`config.mk`:
```
export PLATFORM = sky130hd
export DESIGN_NAME = intersection_sequencer
export DESIGN_NICKNAME = d
export VERILOG_FILES = /design/src/rtl/intersection_sequencer.sv
export SDC_FILE = /design/constraint.sdc
export NUM_CORES = 1
export LEC_CHECK = 0
export BUFFER_PORTS_ARGS = -buffer_cell sky130_fd_sc_hd__buf_2
export CORE_AREA = 3 3 74 59
export CTS_CLUSTER_DIAMETER = 60
export DETAILED_ROUTE_END_ITERATION = 8
export DIE_AREA = 0 0 77 62
export PLACE_DENSITY = 0.82
export SLEW_MARGIN = 15
export SYNTH_ARGS = -nofsm -noshare
export SYNTH_HDL_FRONTEND = slang
export SYNTH_SLANG_ARGS = --single-unit
```
`constraint.sdc`:
```
create_clock -name clk -period 2.7 [get_ports clk]
set_input_delay 0.405 -clock clk [delete_from_list [all_inputs] [get_ports clk]]
set_output_delay 0.405 -clock clk [all_outputs]
set_load 0.01 [all_outputs]
```
`src/rtl/intersection_sequencer.sv`:
```
`default_nettype none
// ============================================================================
// Module : intersection_sequencer
// Brief  : Timed phase sequencer for a four-way intersection with latched
//          pedestrian and left-turn requests.
// Rev    : 1.0  initial release
// ============================================================================
module intersection_sequencer #(
  parameter int TICK_DIV     = 50_000_000,
  parameter int TIMER_W      = 8,
  parameter int GREEN_TICKS  = 20,
  parameter int YELLOW_TICKS = 4,
  parameter int PED_TICKS    = 10,
  parameter int LEFT_TICKS   = 6
) (
  input  logic               clk,
  input  logic               resetn,
  input  logic               en,
  input  logic               ped_btn,
  input  logic [1:0]         left_sense,
  output logic [2:0]         fsm_state,
  output logic               phase_done,
  output logic               ped_pending,
  output logic [1:0]         left_pending,
  output logic [TIMER_W-1:0] ticks_left
);

  localparam logic [2:0] c_NS_GREEN  = 3'd0;
  localparam logic [2:0] c_NS_YELLOW = 3'd1;
  localparam logic [2:0] c_PED_A     = 3'd2;
  localparam logic [2:0] c_EW_LEFT   = 3'd3;
  localparam logic [2:0] c_EW_GREEN  = 3'd4;
  localparam logic [2:0] c_EW_YELLOW = 3'd5;
  localparam logic [2:0] c_PED_B     = 3'd6;
  localparam logic [2:0] c_NS_LEFT   = 3'd7;

  localparam int c_PS_W = (TICK_DIV > 1) ? $clog2(TICK_DIV) : 1;
  localparam logic [c_PS_W-1:0] c_PS_MAX = c_PS_W'((TICK_DIV > 1) ? TICK_DIV - 1 : 0);
  localparam logic [c_PS_W-1:0] c_PS_ONE = c_PS_W'(1);

  // Zero durations are clamped to one tick so every phase is visible.
  localparam logic [TIMER_W-1:0] c_ONE    = TIMER_W'(1);
  localparam logic [TIMER_W-1:0] c_GREEN  = TIMER_W'((GREEN_TICKS  < 1) ? 1 : GREEN_TICKS);
  localparam logic [TIMER_W-1:0] c_YELLOW = TIMER_W'((YELLOW_TICKS < 1) ? 1 : YELLOW_TICKS);
  localparam logic [TIMER_W-1:0] c_PED    = TIMER_W'((PED_TICKS    < 1) ? 1 : PED_TICKS);
  localparam logic [TIMER_W-1:0] c_LEFT   = TIMER_W'((LEFT_TICKS   < 1) ? 1 : LEFT_TICKS);

  logic [2:0]         r_state;
  logic [TIMER_W-1:0] r_ticks;
  logic [c_PS_W-1:0]  r_presc;
  logic               r_done;
  logic               r_ped;
  logic [1:0]         r_left;

  logic               w_tick;
  logic               w_expire;
  logic               w_ped_req;
  logic [1:0]         w_left_req;
  logic [2:0]         w_next;
  logic [TIMER_W-1:0] w_ticks_nxt;
  logic [c_PS_W-1:0]  w_presc_nxt;
  logic               w_done_nxt;
  logic               w_ped_nxt;
  logic [1:0]         w_left_nxt;

  function automatic logic [TIMER_W-1:0] f_dur(input logic [2:0] ph);
    case (ph)
      c_NS_GREEN, c_EW_GREEN:   f_dur = c_GREEN;
      c_NS_YELLOW, c_EW_YELLOW: f_dur = c_YELLOW;
      c_PED_A, c_PED_B:         f_dur = c_PED;
      default:                  f_dur = c_LEFT;
    endcase
  endfunction

  always_ff @(posedge clk) begin
    if (!resetn) begin
      r_state <= c_NS_GREEN;
      r_ticks <= c_GREEN;
      r_presc <= '0;
      r_done  <= 1'b0;
      r_ped   <= 1'b0;
      r_left  <= 2'b00;
    end else begin
      r_state <= w_expire ? w_next : r_state;
      r_ticks <= w_ticks_nxt;
      r_presc <= w_presc_nxt;
      r_done  <= w_done_nxt;
      r_ped   <= w_ped_nxt;
      r_left  <= w_left_nxt;
    end
  end

  // A timer value of 0 can only come from corruption; treat it as expiry.
  always_comb begin
    w_tick     = en && (r_presc == c_PS_MAX);
    w_expire   = w_tick && (r_ticks <= c_ONE);
    w_ped_req  = r_ped | ped_btn;
    w_left_req = r_left | left_sense;
    w_next     = c_NS_GREEN;
    case (r_state)
      c_NS_GREEN:  w_next = c_NS_YELLOW;
      c_NS_YELLOW: w_next = w_ped_req ? c_PED_A : (w_left_req[1] ? c_EW_LEFT : c_EW_GREEN);
      c_PED_A:     w_next = w_left_req[1] ? c_EW_LEFT : c_EW_GREEN;
      c_EW_LEFT:   w_next = c_EW_GREEN;
      c_EW_GREEN:  w_next = c_EW_YELLOW;
      c_EW_YELLOW: w_next = w_ped_req ? c_PED_B : (w_left_req[0] ? c_NS_LEFT : c_NS_GREEN);
      c_PED_B:     w_next = w_left_req[0] ? c_NS_LEFT : c_NS_GREEN;
      c_NS_LEFT:   w_next = c_NS_GREEN;
      default:     w_next = c_NS_GREEN;
    endcase
  end

  always_comb begin
    w_presc_nxt = r_presc;
    w_ticks_nxt = r_ticks;
    w_done_nxt  = 1'b0;
    if (w_tick) begin
      w_presc_nxt = '0;
      if (w_expire) begin
        w_ticks_nxt = f_dur(w_next);
        w_done_nxt  = 1'b1;
      end else begin
        w_ticks_nxt = r_ticks - c_ONE;
      end
    end else if (en) begin
      w_presc_nxt = r_presc + c_PS_ONE;
    end

    // Clearing on phase entry takes priority over a press in the same cycle.
    w_ped_nxt = r_ped;
    if (w_expire && (w_next == c_PED_A || w_next == c_PED_B))
      w_ped_nxt = 1'b0;
    else if (ped_btn && r_state != c_PED_A && r_state != c_PED_B)
      w_ped_nxt = 1'b1;

    w_left_nxt = r_left;
    if (w_expire && w_next == c_EW_LEFT)
      w_left_nxt[1] = 1'b0;
    else if (left_sense[1] && r_state != c_EW_LEFT)
      w_left_nxt[1] = 1'b1;
    if (w_expire && w_next == c_NS_LEFT)
      w_left_nxt[0] = 1'b0;
    else if (left_sense[0] && r_state != c_NS_LEFT)
      w_left_nxt[0] = 1'b1;
  end

  assign fsm_state    = r_state;
  assign phase_done   = r_done;
  assign ped_pending  = r_ped;
  assign left_pending = r_left;
  assign ticks_left   = r_ticks;

endmodule
`default_nettype wire

```
# [After elaboration in Yosys (flattened, before gate mapping)]
# Index checks and enable logic that the tools add are counted.
[totals] register_bits=41 word_cells=60 output_inout_bits=15
[classes] n_bitwise=3 n_lt_le_gt_ge=1 reduce_logical=20 add_sub_neg=2 mux=8 n_eq_ne=19
[op_table] operator="$add A26 B1 Y26 const B" count=1
[op_table] operator="$eq A26 B26 Y1 const B" count=1
[op_table] operator="$eq A3 B3 Y1 const B" count=8
[op_table] operator="$pmux W3 S8" count=1
[op_table] operator="$pmux W5 S3" count=1
[op_table] operator="$reduce_or A2 Y1" count=7
[op_table] operator="$eq A3 B2 Y1 const B" count=4
[op_table] operator="$mux W3" count=4
[op_table] operator="$logic_and A1 B1 Y1" count=9
[op_table] operator="$le A8 B1 Y1 const B" count=1
[op_table] operator="$mux W8" count=1
[op_table] operator="$sub A8 B1 Y8 const B" count=1
[op_table] operator="$eq A3 B1 Y1 const B" count=2
[op_table] operator="$logic_not A3 Y1" count=2
[op_table] operator="$ne A3 B2 Y1 const B" count=2
[op_table] operator="$ne A3 B3 Y1 const B" count=2
[op_table] operator="$or A2 B2 Y2" count=1
[op_table] operator="$reduce_and A2 Y1" count=1
[op_table] operator="$logic_or A1 B1 Y1" count=1
[op_table] operator="$mux W1" count=1
[op_table] operator="$not A1 Y1" count=1
[op_table] operator="$or A1 B1 Y1" count=1

# [Logic depth before layout (Yosys ltp)]
[depth] word_depth=8 ltp_mapped=8 depth_no_buf=7

# [Worst setup path after synthesis]
# No wires, ideal clock.
[synth_path] path_type="register -> register" startpoint="register r_presc[0]" endpoint="register r_ticks[6], in the netlist ticks_left[6]" setup_ps=70 path_stages_with_launch=8 required_ps=2630 path_buffers=1 path_slack_ps=635 arrival_time_ps=1995 cell_sequence="dfxtp_1 ha_1 nand4_2 or2_1 or3_1 buf_2 or4_1 a21boi_1"
[synth_between] elab_chain_cells=4
[synth_lines] item="start: declaration" line_no="50" source="logic [c_PS_W-1:0] r_presc;"
[synth_lines] item="start signal: assignment" line_no="86" source="r_presc <= w_presc_nxt;"
[synth_lines] item="$eq A26 B26 Y1 (*)" line_no="95" source="w_tick = en && (r_presc == c_PS_MAX);"
[synth_lines] item="$logic_and A1 B1 Y1 (*)" line_no="95"
[synth_lines] item="$logic_and A1 B1 Y1" line_no="96" source="w_expire = w_tick && (r_ticks <= c_ONE);"
[synth_lines] item="$mux W8" line_no="119" source="if (w_expire) begin"
[synth_lines] item="end signal: assignment" line_no="78" source="r_ticks <= c_GREEN;"
[synth_lines] item="end signal: assignment" line_no="85" source="r_ticks <= w_ticks_nxt;"
[synth_lines] item="end: declaration" line_no="49" source="logic [TIMER_W-1:0] r_ticks;"
# Mark *: on every way between the ends. The rest lies on a longest branch, timed or not.
# A chain may end at the register's enable or synchronous reset.

# [Final worst setup path]
# Ends and elaborated chain as after synthesis.

==> results.yml <==
die:
  die-width_um: 77
  ios: 21
  num_rows: 19
  die_h_um: 62
  die-area_um2: 4770
  design.core.area_um2: 3640
  start_util_pct: 57.8
route:
  wl_per_cell_um: 13.2
  final_antenna_net_count: 0
  first_pass_iters: 4
  drc: 0
  via_count: 1851
  viasPerCell: 5.63
  drt_iter0_markers: 118
  wl_mm: 4.34
power_and_ir_drop:
  pwr-share-comb_pct: 3.7
  clkPwrFrac_pct: 43.5
  p_sw_share_pct: 20.6
  irDropWorstVdd_mv: 0.417
  total_power_uw: 1170
  leakagePower_uw: 0.000897
  powerDensity_nw_per_um2: 494
  p_sw_uw: 241
  internal_power_uw: 929
  p_seq_share_pct: 52.9
critical_path:
  cpPeakStageDelay_ns: 0.51
  crit_chain: "ha_1, nand4_2, or2_1, or3_1, or4_1, a21boi_1"
  startpoint_type: "flip-flop"
  cp_top_family: "simple AND/OR/NAND/NOR gates"
  reg2reg_setup_slack_ns: 0.45
  critPathMaxFanout: 10
  cp_num_buf_inv: 0
  cp.required_ns: 2.94
  crit_path_end_kind: "flip-flop"
  cp_slowest_cell: "or4_1"
  path_class: "reg -> reg"
  worstPathArrival_ns: 2.48
global_route:
  grt_max_degree: 26
  grt-ovfl-total: 0
  grtUsageTotal_pct: 17.9
  grt_pass1_wl_mm: 6.78
  antenna_found_initial: 0
  grt_pass1_vias: 1473
sta:
  rsz0062_at_grt: "false"
  finalCritPeriodShare_pct: 83.2
  hold_slack_ns: 0.466
  setup_tns_ns: 0
  fin_crit_ns: 2.25
  setup-violations-final: 0
  final_max_slew_viol_count: 0
  max_freq_mhz: 445
  hold_violations: 0
  tightest_slew_ns: 0.653
  skew_ns: 0.0108
  max_slew_margin_pct: 56.0
logic_synthesis:
  yosys.area_share.simple_pct: 31.2
  ys.flop_type: "dfxtp_1"
  synth_cells: 255
  synth_top_family_by_area: "simple AND/OR/NAND/NOR gates"
  synth_compound_area_share_pct: 12.8
  netlist_area_um2: 2100
  synth-xor-area-share_pct: 10.4
  synth_fa_ha_area_share_pct: 1.79
  yosysWarnings: 0
  yosysSeqAreaShare_pct: 39.0
  synth_seq_cells: 41
  async_flop_share_pct: 0
  synth_cell_type_count: 44
  synth_edf_count: 0
  synthMuxAreaShare_pct: 0.476
  avgSynthCellArea_um2: 8.24
  syn-num-nets: 264
placed_design:
  placed_area_um2: 2250
  dp.cells: 321
  gp_congestion: 0.860
  post-dp-hpwl_mm: 3.01
  io_buffers: 20
layout:
  num-nets-final: 285
  final_cell_area_um2: 2370
  final_cells: 329
  num_antenna_cells: 0
  drive_gt1_share_pct: 13.0
  area_growth_pct: 12.7
  fillers: 315
clock_network:
  cts_tree: "built"
  clock_tree.buffer_depth: 2
  cts_setup_buffers: 0
  holdBufCountCts: 0
  cts-root-buf: "clkbuf_8"
  cts_buffers: 5
  worstSkewPairLatency_ns: 0.30
  clk_pin_slew_ns: 0.08
  cts.sinks: 41
  h-tree-depth: 2
  cts_resized: 0
run_status:
  status: "complete, no violations"
job:
  max-cap-violations: 0
worst_hold_path:
  hold_path.class: "in -> reg"
## worst min-delay path, delay by kind of cell
family | cells | cell delay [ns]
buffers and inverters | 1 | 0.16
xor gates and xnor gates | 1 | 0.09
and+or+nand+nor | 1 | 0.08
## cells in the final DEF (no fill, tap or decap), types with 6 or more instances in the layout
cell type,netlist,final
a21oi_1,6,6
buf_2,3,20
clkbuf_8,0,6
dfxtp_1,41,41
inv_1,12,12
nand2_1,17,17
nand3_1,12,12
nand4_1,10,10
nor2_1,36,36
nor3_1,9,9
o21ai_0,7,7
xnor2_1,10,10
xor2_1,15,15
## worst paths after layout
path,startpoint,to,depth (start not counted)
setup / recovery,r_presc[0],ticks_left[6],6
hold / removal,en,r_presc[0],3
setup reg to reg,r_presc[0],ticks_left[6],6
hold reg to reg,r_presc[25],r_presc[25],2
## per-layer routing
metal	share of wire [%]	global-route usage (%)	wire length [um]
met1	54	25.9	2350
met2	41	25.9	1770
met3	3.7	4.47	162
met4	1.5	6.85	66
met5	0	0	0
## synth_stat cells (2+ instances only)
cell	number	area (um^2)
xor2_1	15	131
nor4_1	5	31.3
a31oi_1	4	25.0
or2_2	2	12.5
ha_1	3	37.5
nor2_1	36	135
buf_2	3	15.0
and3_1	5	31.3
dfxtp_1	41	821
xnor2_1	10	87.6
nor4b_1	4	35.0
nand3_1	12	60.1
o22ai_1	2	12.5
or3_1	5	31.3
and4_1	5	43.8
nor3b_1	3	22.5
o211a_1	2	20.0
inv_1	12	45.0
and2_1	3	18.8
o21ai_0	7	35.0
nand4_1	10	62.6
nor3_1	9	45.0
o21a_1	3	22.5
nand2_1	17	63.8
clkbuf_1	6	22.5
o31ai_1	3	22.5
a21oi_1	6	30.0
a21boi_0	4	30.0
o211ai_1	3	22.5
## power by group through the flow
stage	Clock, uW	Combinational, uW	Sequential [uW]
after floorplan	0	27.5	632
after global placement	0	41.1	632
after detailed placement	0	42.2	632
after CTS	520	42.8	618
after global routing	532	47.9	619
final	509	42.8	618
## stage by stage
step / worst slack (ns) / util (%)
3_3_place_gp: 0.522 / 61.9
2_1_floorplan: 0.635 / -
5_1_grt: 0.304 / 65.1
4_1_cts: 0.448 / 65.1
6_report: 0.455 / 65.1
3_5_place_dp: 0.455 / 61.9
## registers in the layout (all words and copies together), names as in the netlist
| signal | cells |
|---|---|
| r_presc | 26 |
| ticks_left | 8 |
| fsm_state | 3 |
| left_pending | 2 |
| ped_pending | 1 |
| phase_done | 1 |
## area by class of cell
cell class / count / area [um^2] / area share (%)
multi-input cells: 192 / 1190 / 50.3
inverters: 12 / 45.0 / 1.90
well taps: 52 / 65.1 / 2.75
repair buffers: 24 / 130 / 5.49
clock inverters: 1 / 30.0 / 1.27
clock buffers: 7 / 86.3 / 3.65
flip-flops and latches: 41 / 821 / 34.7
## cell families (layout without fill, tap and decap cells)
kind of cell	after synthesis	after routing
AND/OR/NAND/NOR	123	123
flip-flops	41	41
AO/OA/AOI/OAI	40	40
XOR/XNOR	25	25
buffers and inverters	22	44
adder cells (fa/ha/maj)	3	3
multiplexers	1	1
(Power assumes the default switching activity.)
